**config.mk**
```make
export PLATFORM = sky130hd
export DESIGN_NAME = fifo_rd_packer
export DESIGN_NICKNAME = d
export VERILOG_FILES = /design/src/rtl/fifo_rd_packer.sv
export SDC_FILE = /design/constraint.sdc
export NUM_CORES = 1
export LEC_CHECK = 0
export CAP_MARGIN = 20
export CORE_UTILIZATION = 35
export CTS_CLUSTER_DIAMETER = 150
export DETAILED_ROUTE_END_ITERATION = 6
export PLACE_DENSITY_LB_ADDON = 0.15
export SYNTH_ARGS = -nofsm -noshare
export SYNTH_HDL_FRONTEND = slang
export SYNTH_SLANG_ARGS = --single-unit
```
**constraint.sdc**
```tcl
create_clock -name rd_clk -period 3.3 [get_ports rd_clk]
set_input_delay 0.66 -clock rd_clk [delete_from_list [all_inputs] [get_ports rd_clk]]
set_output_delay 0.66 -clock rd_clk [all_outputs]
set_load 0.05 [all_outputs]
```
**src/rtl/fifo_rd_packer.sv**
```systemverilog
// Read-side drain for the async FIFO: pops words and packs PACK_RATIO of them into one valid/ready beat.
// Optional partial-beat flush with lane mask is enabled by defining FIFO_PACK_FLUSH_EN.
module fifo_rd_packer #(
  parameter int DATA_WIDTH = 8,
  parameter int PACK_RATIO = 4
) (
  input  logic                             rd_clk,
  input  logic                             rd_rst_n,
  input  logic                             fifo_empty,
  output logic                             fifo_rd_en,
  input  logic [DATA_WIDTH-1:0]            fifo_data,
  output logic                             m_valid,
  input  logic                             m_ready,
  output logic [DATA_WIDTH*PACK_RATIO-1:0] m_data
`ifdef FIFO_PACK_FLUSH_EN
  ,
  input  logic                             flush,
  output logic [PACK_RATIO-1:0]            m_keep
`endif
);
  localparam int CW = $clog2(PACK_RATIO);
  localparam int BW = DATA_WIDTH * PACK_RATIO;
  localparam logic [CW-1:0] LAST_LANE = CW'(PACK_RATIO - 1);

  logic [BW-1:0] acc;
  logic [CW-1:0] pk_cnt;
  logic          acc_full;
  logic          rd_pend;
  logic          out_busy;
  logic          last_in;
  logic          pop_block;
  logic [BW-1:0] full_beat;

  genvar gi;

  assign out_busy = m_valid & ~m_ready;
  assign last_in  = rd_pend & (pk_cnt == LAST_LANE);

  // The completing word bypasses acc straight into the top lane of the beat.
  generate
    for (gi = 0; gi < PACK_RATIO; gi++) begin : g_full_lane
      if (gi == PACK_RATIO - 1) begin : g_top
        assign full_beat[gi*DATA_WIDTH +: DATA_WIDTH] = fifo_data;
      end else begin : g_low
        assign full_beat[gi*DATA_WIDTH +: DATA_WIDTH] = acc[gi*DATA_WIDTH +: DATA_WIDTH];
      end
    end
  endgenerate

`ifdef FIFO_PACK_FLUSH_EN
  logic                  flush_pend;
  logic                  flush_emit;
  logic                  flush_drop;
  logic [PACK_RATIO-1:0] live;
  logic [BW-1:0]         part_beat;

  generate
    for (gi = 0; gi < PACK_RATIO; gi++) begin : g_part_lane
      assign live[gi] = (CW'(gi) < pk_cnt);
      assign part_beat[gi*DATA_WIDTH +: DATA_WIDTH] =
        live[gi] ? acc[gi*DATA_WIDTH +: DATA_WIDTH] : '0;
    end
  endgenerate

  // Pops stop on the flush pulse so the partial beat is frozen once the last in-flight word lands.
  assign pop_block  = flush | flush_pend;
  assign flush_emit = flush_pend & ~rd_pend & ~acc_full & ~out_busy & (pk_cnt != '0);
  assign flush_drop = flush_pend & ~rd_pend & ~acc_full & (pk_cnt == '0);
`else
  assign pop_block = 1'b0;
`endif

  assign fifo_rd_en = rd_rst_n & ~fifo_empty & ~acc_full & ~(last_in & out_busy) & ~pop_block;

  always_ff @(posedge rd_clk) begin
    if (!rd_rst_n) begin
      acc        <= '0;
      pk_cnt     <= '0;
      acc_full   <= 1'b0;
      rd_pend    <= 1'b0;
      m_valid    <= 1'b0;
      m_data     <= '0;
`ifdef FIFO_PACK_FLUSH_EN
      m_keep     <= '0;
      flush_pend <= 1'b0;
`endif
    end else begin
      rd_pend <= fifo_rd_en;

      if (rd_pend) begin
        acc[int'(pk_cnt)*DATA_WIDTH +: DATA_WIDTH] <= fifo_data;
        pk_cnt <= last_in ? '0 : pk_cnt + CW'(1);
      end

      // A beat completing under backpressure parks in acc until the output slot frees.
      if (last_in && out_busy) begin
        acc_full <= 1'b1;
      end

      if (last_in && !out_busy) begin
        m_data  <= full_beat;
        m_valid <= 1'b1;
`ifdef FIFO_PACK_FLUSH_EN
        m_keep  <= '1;
`endif
      end else if (acc_full && !out_busy) begin
        m_data   <= acc;
        m_valid  <= 1'b1;
        acc_full <= 1'b0;
`ifdef FIFO_PACK_FLUSH_EN
        m_keep   <= '1;
`endif
`ifdef FIFO_PACK_FLUSH_EN
      end else if (flush_emit) begin
        m_data  <= part_beat;
        m_valid <= 1'b1;
        m_keep  <= live;
        pk_cnt  <= '0;
`endif
      end else if (m_ready) begin
        m_valid <= 1'b0;
      end

`ifdef FIFO_PACK_FLUSH_EN
      if (flush) begin
        flush_pend <= 1'b1;
      end else if (flush_emit || flush_drop) begin
        flush_pend <= 1'b0;
      end
`endif
    end
  end

endmodule
```
==> flow_metrics.env, run 1 <==
export IMPL_synth_compound_area_frac=0.238
export IMPL_postCtsSetupBuffers=0
export IMPL_grt_max_degree=54
export IMPL_power_switching_mw=0.380
export IMPL_p_seq_frac=0.532
export IMPL_syn_to_final_growth_pct=23.1
export IMPL_endpoint_kind="primary output"
export IMPL_power_density_nw_per_um2=462
export IMPL_initial_core_util=0.361
export IMPL_cts_hold_buf=0
export IMPL_ys_warn_count=0
export IMPL_whs_ns=0.452
export IMPL_drt_iter0_markers=108
export IMPL_synth_seq_cells=69
export IMPL_final_area_um2=3440
export IMPL_fp_dieW_um=91.3
export IMPL_root_buffer="clkbuf_8"
export IMPL_p_clk_frac=0.401
export IMPL_min_from="acc[6]"
export IMPL_dpl_instance_area_um2=3260
export IMPL_path_max_fanout=14
export IMPL_dieArea_um2=8340
export IMPL_power_mw=1.59
export IMPL_drt_pass1_iter_count=4
export IMPL_postRouteAntennaNets=0
export IMPL_rows=32
export IMPL_wire_per_inst_um=15.8
export IMPL_crit_arrival_ns=2.08
export IMPL_period_share=0.832
export IMPL_synth_top_family_by_area="compound AO/OA/AOI/OAI gates"
export IMPL_dp_cells=425
export IMPL_clk_path_buf_depth=2
export IMPL_min_period_ns=2.74
export IMPL_ios=46
export IMPL_synth_area_um2=2790
export IMPL_synthAdderAreaFrac=0.0224
export IMPL_grt_pass1_wl_mm=11.3
export IMPL_h_tree_depth=3
export IMPL_internal_power_mw=1.21
export IMPL_final_setup_tns_ns=0
export IMPL_ys_flop_type="dfxtp_1"
export IMPL_max_freq_ghz=0.364
export IMPL_post_cts_resized=0
export IMPL_gp_congestion=0.793
export IMPL_setup_worst_path_start="pk_cnt[0]"
export IMPL_slew_headroom=0.501
export IMPL_detailed_place_hpwl_mm=4.41
export IMPL_max_vdd_ir_drop_v=0.000223
export IMPL_fin_ws_ns=0.556
export IMPL_setup_viol=0
export IMPL_p_comb_frac=0.067
export IMPL_syn_inst=299
export IMPL_cts_sinks=69
export IMPL_synth_simple_area_share=0.179
export IMPL_synthesis_nets=316
export IMPL_viasPerCell=5.28
export IMPL_via_count=2321
export IMPL_min_path_type="reg2reg"
export IMPL_start_kind="flop"
export IMPL_path_class="reg2out"
export IMPL_layout_common_cells="69 x dfxtp_1, 44 x clkdlybuf4s50_1, 35 x a21oi_1, 25 x nand3_1, 22 x o21ai_0"
export IMPL_fin_skew_ns=0.0101
export IMPL_rsz0062_at_grt="false"
export IMPL_final_core_util=0.445
export IMPL_outcome="finished, final reports clean"
export IMPL_worst_slew_pin_slew_ns=0.749
export IMPL_synth_avg_cell_area_um2=9.34
export IMPL_cp_required_ns=2.64
export IMPL_nets=351
export IMPL_synth_largest_area_cell="dfxtp_1"
export IMPL_grt_usage=0.174
export IMPL_clk_pin_slew_ns=0.07
export IMPL_synth_top_cell_area_share=0.495
export IMPL_r2r_start="pk_cnt[0]"
export IMPL_portBuffers=45
export IMPL_p_leak_nw=1.20
export IMPL_drc=0
export IMPL_grt_remaining_overflow=0
export IMPL_n_antenna_cell=0
export IMPL_hold_viol_final=0
export IMPL_grt_antenna_before_repair=0
export IMPL_synthTopCellsByArea="dfxtp_1 49%, a21oi_1 6.3%, a32oi_1 5.0%"
export IMPL_pre_cts_ws_ns=0.644
export IMPL_slew_viol_final=0
export IMPL_grt_pass1_vias=2199
export IMPL_cts_buffers=9
export IMPL_post_route_cells_drive_above_1_share=0.0710
export IMPL_async_flop_share=0
export IMPL_synthXorXnorAreaFrac=0.00314
export IMPL_swShare=0.239
export IMPL_synth_mux_area_frac=0.00359
export IMPL_stdcell_count=440
export IMPL_synth_distinct_cells=35
export IMPL_routed_wirelength_mm=6.94
export IMPL_clock_latency_ns=0.35
export IMPL_ys_seq_area_frac=0.495
export IMPL_cap_violations=0
export IMPL_die_y_um=91.3
export IMPL_synth_edff_count=0
export IMPL_layout_commonest_cell="dfxtp_1"
export IMPL_cts_tree="yes"
export IMPL_core_um2=7730
## layout make-up
class                      count  area [um2]
multi-input combinational    202        1250
inverter                       3        11.3
sequential                    69        1380
clock inverter                 1        5.00
fill                         777        4290
tap                          102         128
clock buffer                  14         173
timing repair buffer          49         490
## cells in the mapped netlist (2+ instances only)
master	instances
a31oi_1	8
nand4_1	8
o21ai_1	2
o2bb2ai_1	8
nand3_1	25
and3_1	8
buf_6	5
a32oi_1	16
o21ai_0	22
buf_4	2
buf_2	8
nor4_1	2
clkbuf_2	2
nor2_1	19
clkbuf_1	8
a21oi_4	2
inv_1	2
ha_1	5
dfxtp_1	69
nand2_1	14
a21oi_1	35
a22o_1	8
and2b_1	9
## power by group through the flow
stage	sequential (mW)	combinational, mW	clock [mW]
floorplan	0.863	0.0676	0
global placement	0.863	0.106	0
detailed placement	0.864	0.106	0
CTS	0.845	0.107	0.646
global route	0.845	0.116	0.685
finish	0.845	0.106	0.636
## critical path, stage by stage, from the launching register on
cell and delay [ns]:
dfxtp_1 0.39, ha_1 0.40, nand2_2 0.25, nor2_1 0.09, nor4_1 0.40, buf_12 0.20
## flip-flops by register name, summed over array words and instances, names as in the netlist
name / flops
m_data: 32
acc: 32
m_valid: 1
rd_pend: 1
acc_full: 1
pk_cnt: 2
## cells by family after synthesis
logic type | count (synthesis)
AOI/OAI and AO/OA | 102
xor gates and xnor gates | 1
adders and majority gates | 5
buffers and inverters | 28
DFF | 69
muxes | 1
and+or+nand+nor | 93
## worst paths after layout
check | cells past startpoint | slack (ns) | to
hold / removal | 2 | 0.45 | acc[6]
setup reg to reg | 5 | 1.27 | acc[12]
setup / recovery | 5 | 0.56 | fifo_rd_en
hold reg to reg | 2 | 0.45 | acc[6]
## metal layers
layer / vias up / part of all wire / track usage
met4: 0 / 0.015 / 0.0635
met2: 37 / 0.44 / 0.254
met1: 1105 / 0.51 / 0.253
met5: - / 0 / 0
met3: 10 / 0.033 / 0.0318
li1: 1169 / - / -
Note: power is estimated with default switching activity, not from simulation.
==> run 2, diff against run 1 <==
==> constraint.sdc (replaced) <==
create_clock -name rd_clk -period 2.7 [get_ports rd_clk]
set_input_delay 0.54 -clock rd_clk [delete_from_list [all_inputs] [get_ports rd_clk]]
set_output_delay 0.54 -clock rd_clk [all_outputs]
set_load 0.05 [all_outputs]
==> run 2 against run 1 <==
Against the previous run:
- clock power is 14% higher
- critical path depth stayed put
- routed wire length up 1.5%
- via count is 1.9% higher
- count of clock-buffer cells in the layout down 2
- design area rose by 0.25%
- first-iteration DRC count is 4.6% higher
==> flow_metrics.env, run 2 (synthesis results as in run 1) <==
export IMPL_rows=32
export IMPL_clk_pin_slew_ns=0.07
export IMPL_fin_skew_ns=0.00577
export IMPL_setup_viol=0
export IMPL_cts_buffers=9
export IMPL_min_path_type="reg2reg"
export IMPL_cp_required_ns=2.16
export IMPL_h_tree_depth=3
export IMPL_grt_remaining_overflow=0
export IMPL_slowest_delay_ns=0.39
export IMPL_ios=46
export IMPL_detailed_place_hpwl_mm=4.55
export IMPL_n_antenna_cell=0
export IMPL_layout_commonest_cell="dfxtp_1"
export IMPL_outcome="finished, final reports clean"
export IMPL_clock_latency_ns=0.33
export IMPL_post_cts_resized=0
export IMPL_slew_headroom=0.565
export IMPL_grt_antenna_before_repair=0
export IMPL_slew_viol_final=0
export IMPL_dieArea_um2=8340
export IMPL_endpoint_kind="primary output"
export IMPL_post_route_cells_drive_above_1_share=0.0796
export IMPL_via_count=2366
export IMPL_hold_viol_final=0
export IMPL_die_y_um=91.3
export IMPL_cts_hold_buf=0
export IMPL_root_buffer="clkbuf_8"
export IMPL_wire_per_inst_um=16.0
export IMPL_min_period_ns=2.33
export IMPL_period_share=0.862
export IMPL_largestRegisters="acc x32, m_data x32, pk_cnt x2"
export IMPL_power_density_nw_per_um2=548
export IMPL_nets=353
export IMPL_grt_pass1_vias=2255
export IMPL_r2r_start="pk_cnt[0]"
export IMPL_postRouteAntennaNets=0
export IMPL_layout_common_cells="69 x dfxtp_1, 44 x clkdlybuf4s50_1, 35 x a21oi_1, 25 x nand3_1, 22 x o21ai_0"
export IMPL_reg2reg_depth=5
export IMPL_path_class="reg2out"
export IMPL_crit_arrival_ns=1.79
export IMPL_clk_path_buf_depth=2
export IMPL_drt_iter0_markers=113
export IMPL_holdPathEnd="acc[4]"
export IMPL_routed_wirelength_mm=7.04
export IMPL_cts_tree="yes"
export IMPL_cts_sinks=69
export IMPL_whs_ns=0.454
export IMPL_core_um2=7730
export IMPL_grt_max_degree=53
export IMPL_crit_chain="ha_1, nand2_2, nor2_1, nor4_2, buf_12"
export IMPL_slowest_stage="dfxtp_1"
export IMPL_rr_endpoint="acc[15]"
export IMPL_syn_to_final_growth_pct=23.4
export IMPL_path_max_fanout=10
export IMPL_min_from="acc[4]"
export IMPL_holdPathStages=2
export IMPL_gp_congestion=0.792
export IMPL_drc=0
export IMPL_final_setup_tns_ns=0
export IMPL_max_vdd_ir_drop_v=0.000283
export IMPL_fp_dieW_um=91.3
export IMPL_power_mw=1.89
export IMPL_initial_core_util=0.361
export IMPL_grt_pass1_wl_mm=11.6
export IMPL_grt_usage=0.179
export IMPL_portBuffers=45
export IMPL_worst_slew_pin_slew_ns=0.651
export IMPL_r2r_slack_ns=0.69
export IMPL_postCtsSetupBuffers=0
export IMPL_p_leak_nw=1.20
export IMPL_cap_violations=0
export IMPL_viasPerCell=5.37
export IMPL_max_freq_ghz=0.430
export IMPL_start_kind="flop"
export IMPL_fill_cells=769
export IMPL_drt_pass1_iter_count=4
export IMPL_rsz0062_at_grt="false"
## run 2: cell types whose count changed in the layout (fill, tap and decap cells not counted)
cell	previous run	this run
nor4_1	2	1
clkinv_2	1	2
nor4_2	0	1
clkbuf_8	12	11
clkbuf_1	2	1
buf_4	4	6
## run 2: worst max path at each step
stage / slack, ns / startpoint / end
2_1_floorplan: 0.27 / pk_cnt[0] / fifo_rd_en
3_3_place_gp: 0.41 / rd_rst_n / fifo_rd_en
3_5_place_dp: 0.38 / rd_rst_n / fifo_rd_en
4_1_cts: 0.36 / pk_cnt[0] / fifo_rd_en
5_1_grt: 0.28 / pk_cnt[0] / fifo_rd_en
6_report: 0.37 / pk_cnt[0] / fifo_rd_en
## run 2: layer usage
metal  global-route usage  wire length (um)
met3               0.0352               231
met1                0.251              3410
met4               0.0635                78
met2                0.271              3320
met5                    0                 0
## run 2: cell type report
cell class	count	area (um2)	share of cell area
tap	102	128	0.0371
clock inverter	2	10.0	0.00291
sequential	69	1380	0.401
multi-input combinational	202	1250	0.364
inverter	3	11.3	0.00327
clock buffer	12	155	0.0450
timing repair buffer	51	505	0.147
## run 2: worst max-delay path: cells and delay by family (launching register included)
| family | cells | cell delay [ns] |
|---|---|---|
| fa+ha+maj | 1 | 0.29 |
| buf+inv | 1 | 0.19 |
| flops | 1 | 0.39 |
| simple gates | 3 | 0.60 |
## run 2: report_power, final
part / internal (mW) / leakage [nW] / switching [mW] / total [mW]
Combinational: 0.0461 / 0.558 / 0.0845 / 0.131
Clock: 0.371 / 0.0881 / 0.354 / 0.725
Sequential: 1.03 / 0.556 / 0.00692 / 1.03
Total: 1.44 / 1.20 / 0.446 / 1.89
## run 2: stage by stage
stage | setup slack, ns | utilization | cells | area (um2)
finish | 0.374 | 0.446 | 441 | 3440
global route | 0.281 | 0.446 | 441 | 3440
CTS | 0.364 | 0.446 | 441 | 3440
detailed placement | 0.381 | 0.424 | 427 | 3280
global placement | 0.410 | 0.424 | 427 | 3280
floorplan | 0.274 | - | 299 | 2800
